$ cat config.mk
export PLATFORM = sky130hd
export DESIGN_NAME = npu_alu
export DESIGN_NICKNAME = d
export VERILOG_FILES = /design/src/rtl/npu_alu.sv
export SDC_FILE = /design/constraint.sdc
export NUM_CORES = 1
export LEC_CHECK = 0
export BUFFER_PORTS_ARGS = -buffer_cell sky130_fd_sc_hd__buf_2
export CAP_MARGIN = 20
export CORE_MARGIN = 3
export CORE_UTILIZATION = 57
export DETAILED_ROUTE_END_ITERATION = 8
export GPL_TIMING_DRIVEN = 0
export PLACE_DENSITY = 0.84
export SYNTH_ARGS = -nofsm -noshare
export SYNTH_HDL_FRONTEND = slang
export SYNTH_SLANG_ARGS = --single-unit
$ cat constraint.sdc
create_clock -name CLK -period 6.9 [get_ports CLK]
set_input_delay 0.69 -clock CLK [delete_from_list [all_inputs] [get_ports CLK]]
set_output_delay 0.69 -clock CLK [all_outputs]
set_load 0.05 [all_outputs]
$ cat src/rtl/npu_alu.sv
// npu_alu: streaming element-wise ALU between the local memory read and write ports.
// A run accepts DEPTH operand pairs and emits exactly DEPTH results through a fixed
// three-stage pipeline.
// Optional feature: define NPU_ALU_SAT_EN to saturate results to [-128,127]; otherwise
// results wrap to their low 8 bits.
module npu_alu #(
  parameter int unsigned DEPTH = 1024
) (
  input  logic       CLK,
  input  logic       RESET_X,
  input  logic       SOFT_RESET,
  input  logic       NPU_EN,
  input  logic [7:0] A_RDATA,
  input  logic [7:0] B_RDATA,
  input  logic [2:0] OPCODE,
  input  logic [2:0] SHIFT,
  output logic       LM_EN,
  output logic [7:0] C_WDATA,
  output logic       BUSY
);

  localparam logic [10:0] LastCnt = 11'(DEPTH);

  localparam logic [2:0] OpAdd  = 3'b000;
  localparam logic [2:0] OpSub  = 3'b001;
  localparam logic [2:0] OpMul  = 3'b010;
  localparam logic [2:0] OpMax  = 3'b011;
  localparam logic [2:0] OpMin  = 3'b100;
  localparam logic [2:0] OpRelu = 3'b101;
  localparam logic [2:0] OpA    = 3'b110;
  localparam logic [2:0] OpB    = 3'b111;

  typedef enum logic [1:0] {StIdle, StRun, StDrain, StDone} state_e;

  // Soft reset is folded into the asynchronous reset so a CPU abort takes effect at once.
  logic rst_n;
  assign rst_n = RESET_X & ~SOFT_RESET;

  state_e             state_q, state_d;
  logic [10:0]        acc_cnt_q, acc_cnt_d;
  logic [10:0]        emit_cnt_q, emit_cnt_d;
  logic [2:0]         op_q, op_d;
  logic [2:0]         shift_q, shift_d;
  logic               accept;

  logic               v1_q, v2_q, lm_en_q;
  logic signed [7:0]  a1_q, b1_q;
  logic signed [15:0] a_ext, b_ext;
  logic signed [15:0] r2_q, r2_d;
  logic signed [7:0]  c_q;
  logic signed [7:0]  narrowed;

  // Run control: start, accept counting, drain and the wait for NPU_EN to drop.
  always_comb begin
    state_d    = state_q;
    acc_cnt_d  = acc_cnt_q;
    emit_cnt_d = emit_cnt_q;
    op_d       = op_q;
    shift_d    = shift_q;
    accept     = 1'b0;
    if (v2_q) begin
      emit_cnt_d = emit_cnt_q + 11'd1;
    end
    unique case (state_q)
      StIdle: begin
        if (NPU_EN) begin
          // The starting beat is itself the first element of the run.
          accept    = 1'b1;
          op_d      = OPCODE;
          shift_d   = SHIFT;
          acc_cnt_d = 11'd1;
          state_d   = (LastCnt == 11'd1) ? StDrain : StRun;
        end
      end
      StRun: begin
        if (NPU_EN) begin
          accept    = 1'b1;
          acc_cnt_d = acc_cnt_q + 11'd1;
          if (acc_cnt_q + 11'd1 == LastCnt) begin
            state_d = StDrain;
          end
        end
      end
      StDrain: begin
        // emit_cnt_q reaches DEPTH during the cycle of the final LM_EN pulse.
        if (emit_cnt_q == LastCnt) begin
          state_d = StDone;
        end
      end
      StDone: begin
        if (!NPU_EN) begin
          state_d    = StIdle;
          acc_cnt_d  = '0;
          emit_cnt_d = '0;
        end
      end
      default: state_d = StIdle;
    endcase
  end

  // Control state registers.
  always_ff @(posedge CLK or negedge rst_n) begin
    if (!rst_n) begin
      state_q    <= StIdle;
      acc_cnt_q  <= '0;
      emit_cnt_q <= '0;
      op_q       <= '0;
      shift_q    <= '0;
    end else begin
      state_q    <= state_d;
      acc_cnt_q  <= acc_cnt_d;
      emit_cnt_q <= emit_cnt_d;
      op_q       <= op_d;
      shift_q    <= shift_d;
    end
  end

  assign a_ext = {{8{a1_q[7]}}, a1_q};
  assign b_ext = {{8{b1_q[7]}}, b1_q};

  // Stage 2 datapath: full-width signed result before any narrowing.
  always_comb begin
    r2_d = '0;
    unique case (op_q)
      OpAdd:   r2_d = a_ext + b_ext;
      OpSub:   r2_d = a_ext - b_ext;
      OpMul:   r2_d = a_ext * b_ext;
      OpMax:   r2_d = (a1_q > b1_q) ? a_ext : b_ext;
      OpMin:   r2_d = (a1_q < b1_q) ? a_ext : b_ext;
      OpRelu:  r2_d = a1_q[7] ? 16'sd0 : a_ext;
      OpA:     r2_d = a_ext;
      OpB:     r2_d = b_ext;
      default: r2_d = '0;
    endcase
  end

`ifdef NPU_ALU_SAT_EN
  logic signed [15:0] shifted;
  assign shifted = (op_q == OpMul) ? (r2_q >>> shift_q) : r2_q;

  // Stage 3 narrowing: clamp to the signed 8-bit range.
  always_comb begin
    narrowed = shifted[7:0];
    if (shifted > 16'sd127) begin
      narrowed = 8'sd127;
    end else if (shifted < -16'sd128) begin
      narrowed = -8'sd128;
    end
  end
`else
  // Stage 3 narrowing: plain wrap-around to the low byte.
  always_comb begin
    narrowed = 8'((op_q == OpMul) ? (r2_q >>> shift_q) : r2_q);
  end
`endif

  // Three-stage pipeline: operands, full-width result, narrowed output.
  always_ff @(posedge CLK or negedge rst_n) begin
    if (!rst_n) begin
      v1_q    <= 1'b0;
      v2_q    <= 1'b0;
      lm_en_q <= 1'b0;
      a1_q    <= '0;
      b1_q    <= '0;
      r2_q    <= '0;
      c_q     <= '0;
    end else begin
      v1_q    <= accept;
      v2_q    <= v1_q;
      lm_en_q <= v2_q;
      if (accept) begin
        a1_q <= A_RDATA;
        b1_q <= B_RDATA;
      end
      if (v1_q) begin
        r2_q <= r2_d;
      end
      // Output data only moves with a valid element, so it holds between pulses.
      if (v2_q) begin
        c_q <= narrowed;
      end
    end
  end

  assign LM_EN   = lm_en_q;
  assign C_WDATA = c_q;
  assign BUSY    = (state_q == StRun) || (state_q == StDrain);

endmodule
After elaboration in Yosys (flattened, before gate mapping) --
Index checks and enable logic that the tools add are counted.
Word-level totals: flip-flop bits (word level) 73, input port bits 26, logic and storage cells 67
Operators by class: add/subtract/negate cells 4, multiply operators 1, order comparisons 2, equality and inequality tests 17, shift-type cells 1, mux-type cells 20, bitwise operators 2, reductions and logical operators 8
Operators by type and width (number):
- 16-bit one-hot mux with 8 select lines | 1
- 11-bit 2-to-1 mux | 6
- 11-bit one-hot mux with 3 select lines | 1
- 16-bit 2-to-1 mux | 2
- 11-bit by 1-bit adder with 11-bit output, second input constant | 2
- 11-bit == test, second input constant | 2
- 8-bit by 8-bit multiplier with 16-bit output | 1
- 16-bit by 3-bit >>> shifter with 8-bit output | 1
- 3-bit == test, second input constant | 4
- 2-bit 2-to-1 mux | 5
- 2-bit inequality test, second input constant | 5
- 8-bit by 8-bit adder with 9-bit output | 1
- 8-bit by 8-bit subtractor with 9-bit output | 1
- 8-bit > comparator | 1
- 8-bit < comparator | 1
- 8-bit 2-to-1 mux | 1
- 2-bit one-hot mux with 4 select lines | 1
- 7-bit 2-to-1 mux | 1
- 3-bit by 2-bit == test with 1-bit output, second input constant | 2
- 5-bit AND reduction | 1
- 2-bit == test, second input constant | 2
- 4-bit AND reduction | 1
- 3-bit by 1-bit == test with 1-bit output, second input constant | 1
- 3-bit logical NOT | 1
- other kinds (9) | 10

Logic depth before layout (Yosys ltp) --
word-level depth 5, gate-level depth with buffers 19, gate-level depth less buffers 18

Least setup slack after synthesis --
No wires, ideal clock.
path kind register to register, start register a1_q[3], end register r2_q[13], setup time 0.077 ns, data arrival time 4.481 ns, path slack 2.342 ns, cell stages (with the launch flop) 19, clock period less this slack 4.558 ns, cells stage by stage dfrtp_1 -> clkbuf_1 -> and2_1 -> fa_1 -> inv_1 -> fa_1 -> inv_1 -> fa_1 -> inv_1 -> fa_1 -> inv_1 -> ha_1 -> a21oi_1 -> o21ai_0 -> a2111oi_0 -> o21ai_0 -> xor2_1 -> nand2_1 -> a21oi_1
On the way: longest elaborated chain between the ends 3, elaborated cells on any way between the ends 8
RTL lines:
- start: declaration | line 47 | logic signed [7:0] a1_q, b1_q;
- start signal: assignment | line 163 | a1_q <= '0;
- start signal: assignment | line 172 | a1_q <= A_RDATA;
- parallel branches: the longest is 2 deep, another holds 8-bit by 8-bit multiplier with 16-bit output
- 16-bit one-hot mux with 8 select lines (*) | line 124 | unique case (op_q)
- end signal: assignment | line 176 | r2_q <= r2_d;
- end: declaration | line 49 | logic signed [15:0] r2_q, r2_d;
Mark *: on every way between the ends. A chain may end at the register's enable or synchronous reset.

Worst setup path after layout --
start register a1_q[7], end register r2_q[14]
Same word-level chain as after synthesis.

==> load_flow_metrics.sql <==
INSERT INTO impl_metrics (metric_group, metric, value, unit) VALUES
('floorplan', 'total_number_of_placement_rows', '40', ''),
('finish', 'area_delta_synth_final', '9.85', '%'),
('clock_tree', 'tritoncts', 'built', ''),
('global_route', 'number_of_global_route_vias_before_repair', '6107', ''),
('placed_design', 'gp_routability_congestion', '1.03', ''),
('sta', 'rsz0062_at_grt', 'no', ''),
('placed_design', 'numPortBuffers', '35', ''),
('floorplan', 'floorplan.core_area', '12300', 'um2'),
('critical_path', 'worst-r2r-cell-count', '16', ''),
('sta', 'timing.setup.tns', '0', 'ns'),
('sta', 'worst_slew_pin_slew', '1.01', 'ns'),
('global_route', 'global_route_overflow', '0', ''),
('synth', 'synth_cells', '827', ''),
('synth', 'syn_avg_cell_area', '8.88', 'um2'),
('critical_path', 'worst-path-max-fanout', '10', ''),
('floorplan', 'die_height', '120', 'um'),
('critical_path', 'path_buf_inv', '4', ''),
('global_route', 'grt_first_pass_wirelength', '29800', 'um'),
('power_and_ir_drop', 'pwr_density_cell', '376', 'nW/um2'),
('critical_path', 'start_kind', 'flop', ''),
('critical_path', 'worstSetupEndpointType', 'flop', ''),
('routing', 'routedWlPerCell', '17.2', 'um'),
('synth', 'synth_area', '7340', 'um2'),
('finish', 'final.fill_count', '1042', ''),
('synth', 'post_synth_main_area_contributors', 'dfrtp_1 25%, fa_1 15%, ha_1 8.5%', ''),
('finish', 'antennaDiodeCount', '0', ''),
('min_path', 'hold_class', 'reg2reg', ''),
('placed_design', 'estimated_wirelength_of_the_detail_placed_design', '14000', 'um'),
('clock_tree', 'ctsRootBufferMaster', 'clkbuf_16', ''),
('finish', 'fin_cells', '1049', ''),
('run_status', 'result_of_the_run', 'completed', ''),
('clock_tree', 'clkSinkCount', '72', ''),
('sta', 'slew_headroom', '0.323', ''),
('clock_tree', 'postCtsSetupBuffers', '0', ''),
('sta', 'fmax_achieved', '191', 'MHz'),
('finish', 'layout_nets', '1006', ''),
('min_path', 'worstHoldPathCells', '0', ''),
('synth', 'proportion_of_register_bits_with_asynchronous_set_or_reset_after_synthesis', '1.00', ''),
('floorplan', 'ioPinCount', '36', ''),
('clock_tree', 'clk-insertion-delay-late', '0.34', 'ns'),
('global_route', 'grt_antenna_before_repair', '0', ''),
('floorplan', 'chipWidth', '120', 'um'),
('finish', 'area.sequential', '1800', 'um2'),
('global_route', 'top_usage_layer', 'met2', ''),
('floorplan', 'die_area', '14300', 'um2'),
('routing', 'route.antenna.remaining_nets', '0', ''),
('critical_path', 'source_of_the_critical_timing_path', 'a1_q[7]$_DFFE_PN0P_', ''),
('synth', 'syn_nets', '957', ''),
('placed_design', 'placed_cell_area', '7780', 'um2'),
('sta', 'post-route-period-util', '0.758', ''),
('global_route', 'grtUsageMet2', '0.428', ''),
('synth', 'yosysTopAreaCellShare', '0.245', ''),
('placed_design', 'numPlacedInstances', '1032', ''),
('synth', 'yosys_warnings', '0', ''),
('sta', 'final.setup_skew', '0.00698', 'ns'),
('critical_path', 'cp.arrival', '5.50', 'ns'),
('synth', 'synth_ff_type', 'dfrtp_1', ''),
('clock_tree', 'cts-root-to-sink-buffers', '2', ''),
('finish', 'layout_cell_share_with_drive_strength_beyond_1', '0.131', ''),
('critical_path', 'crit_chain', 'clkbuf_1, nand2_1, fa_1, fa_1, inv_1, fa_1, inv_1, fa_1, inv_1, ha_1, or4_1, o22ai_1, o21ai_0, xnor2_1, nand2_1, a21oi_1', ''),
('critical_path', 'critical_path.slowest_cell', 'fa_1', ''),
('routing', 'drt_pass1_iterations', '6', ''),
('synth', 'synth_seq_area_share', '0.245', ''),
('synth', 'yosysUniqueCellTypes', '71', ''),
('clock_tree', 'cts.clk_slew.worst_paths', '0.06', 'ns'),
('clock_tree', 'cts_hold_buffers', '0', ''),
('sta', 'finalMaxSlewViolations', '0', ''),
('clock_tree', 'cts_inserted_buffers', '9', ''),
('routing', 'num_vias', '6158', ''),
('power_and_ir_drop', 'peakVddDrop', '0.335', 'mV'),
('critical_path', 'delay_heaviest_family_cp', 'adder cells', '');
[path summary, 6_finish.rpt]
path	to	slack, ns
max	r2_q[14]$_DFFE_PN0P_	1.67
min	LM_EN$_DFF_PN0_	0.41
max reg2reg	r2_q[14]$_DFFE_PN0P_	1.67
min reg2reg	LM_EN$_DFF_PN0_	0.41
max in group asynchronous	a1_q[7]$_DFFE_PN0P_	5.81
min in group asynchronous	acc_cnt_q[1]$_DFFE_PN0P_	0.51
[cells in the final DEF (no fill, tap or decap), types with 10 or more instances in the layout]
| cell type | netlist | final |
|---|---|---|
| nand2b_1 | 13 | 13 |
| fa_1 | 54 | 54 |
| xor2_1 | 14 | 14 |
| ha_1 | 50 | 50 |
| o21ai_0 | 36 | 36 |
| a21oi_1 | 39 | 39 |
| dfrtp_1 | 72 | 72 |
| clkbuf_1 | 33 | 33 |
| mux2_2 | 33 | 33 |
| mux2i_1 | 19 | 19 |
| o211ai_1 | 12 | 12 |
| a22o_1 | 10 | 10 |
| buf_2 | 5 | 40 |
| inv_1 | 113 | 113 |
| nor2_1 | 68 | 68 |
| nand3_1 | 20 | 20 |
| xnor2_1 | 20 | 20 |
| nand2_1 | 69 | 69 |
| nor3_1 | 13 | 13 |
| and2_1 | 26 | 26 |
[where the power goes]
group          switching, uW  internal, uW  total (uW)  leakage [uW]
combinational           1120           821        1940       0.00267
sequential               121           523         643      0.000885
clock                    204           250         454      0.000131
[routing by layer]
metal	vias to the layer above	routed length, um
li1	2881	-
met1	3002	7830
met2	238	8560
met3	37	1250
met4	0	405
met5	-	0
[layout make-up]
| type | count | share of cell area |
|---|---|---|
| Buffer | 39 | 0.0199 |
| Multi-Input combinational cell | 600 | 0.614 |
| Timing Repair Buffer | 38 | 0.0273 |
| Clock buffer | 9 | 0.0279 |
| Clock inverter | 7 | 0.00745 |
| Tap cell | 168 | 0.0261 |
| Sequential cell | 72 | 0.223 |
| Inverter | 116 | 0.0540 |
[metrics by stage]
step           total power (uW)  setup slack (ns)  hold slack [ns]   util
6_report                   3030              1.67            0.407  0.655
5_1_grt                    3320              1.33            0.407  0.655
4_1_cts                    3030              1.68            0.395  0.655
3_5_place_dp               2560              1.68            0.382  0.632
3_3_place_gp               2500            0.0297            0.370  0.628
2_1_floorplan              2090              1.75            0.352      -
[logic make-up after synthesis]
group           after synthesis  synth area share
compound gates              155             0.145
xor+xnor                     34            0.0406
fa+ha+maj                   104             0.232
buf+inv                     155            0.0811
flops                        72             0.245
mux                          56            0.0877
simple gates                251             0.168
[Yosys cell counts (5+ instances only)]
library cell and n:
a21oi_1 39, nor3_1 13, nand2_1 69, nand3_1 20, o21ai_0 36, inv_1 113, ha_1 50, nand2b_1 13
and3_1 6, nor2b_1 5, xor2_1 14, mux2i_1 19, mux2_2 33, clkbuf_1 33, buf_2 5, o31ai_1 5
and2_1 26, nor2_1 68, dfrtp_1 72, a22o_1 10, xnor2_1 20, fa_1 54, a21o_1 6, o211ai_1 12
nor4_1 5, nand4_1 8
[worst reg2reg max path: stages (launching register included)]
cell,delay [ns]
dfrtp_1,0.50
clkbuf_1,0.47
nand2_1,0.26
fa_1,0.61
fa_1,0.58
inv_1,0.06
fa_1,0.52
inv_1,0.05
fa_1,0.56
inv_1,0.06
ha_1,0.22
or4_1,0.50
o22ai_1,0.19
o21ai_0,0.16
xnor2_1,0.19
nand2_1,0.08
a21oi_1,0.15
[state kept, by name, indices dropped and copies added (netlist names)]
register / flops
op_q: 3
emit_cnt_q: 11
state_q: 2
shift_q: 3
LM_EN: 1
b1_q: 8
v2_q: 1
acc_cnt_q: 11
r2_q: 15
a1_q: 8
v1_q: 1
C_WDATA: 8
Power figures use the tool's default switching activity.
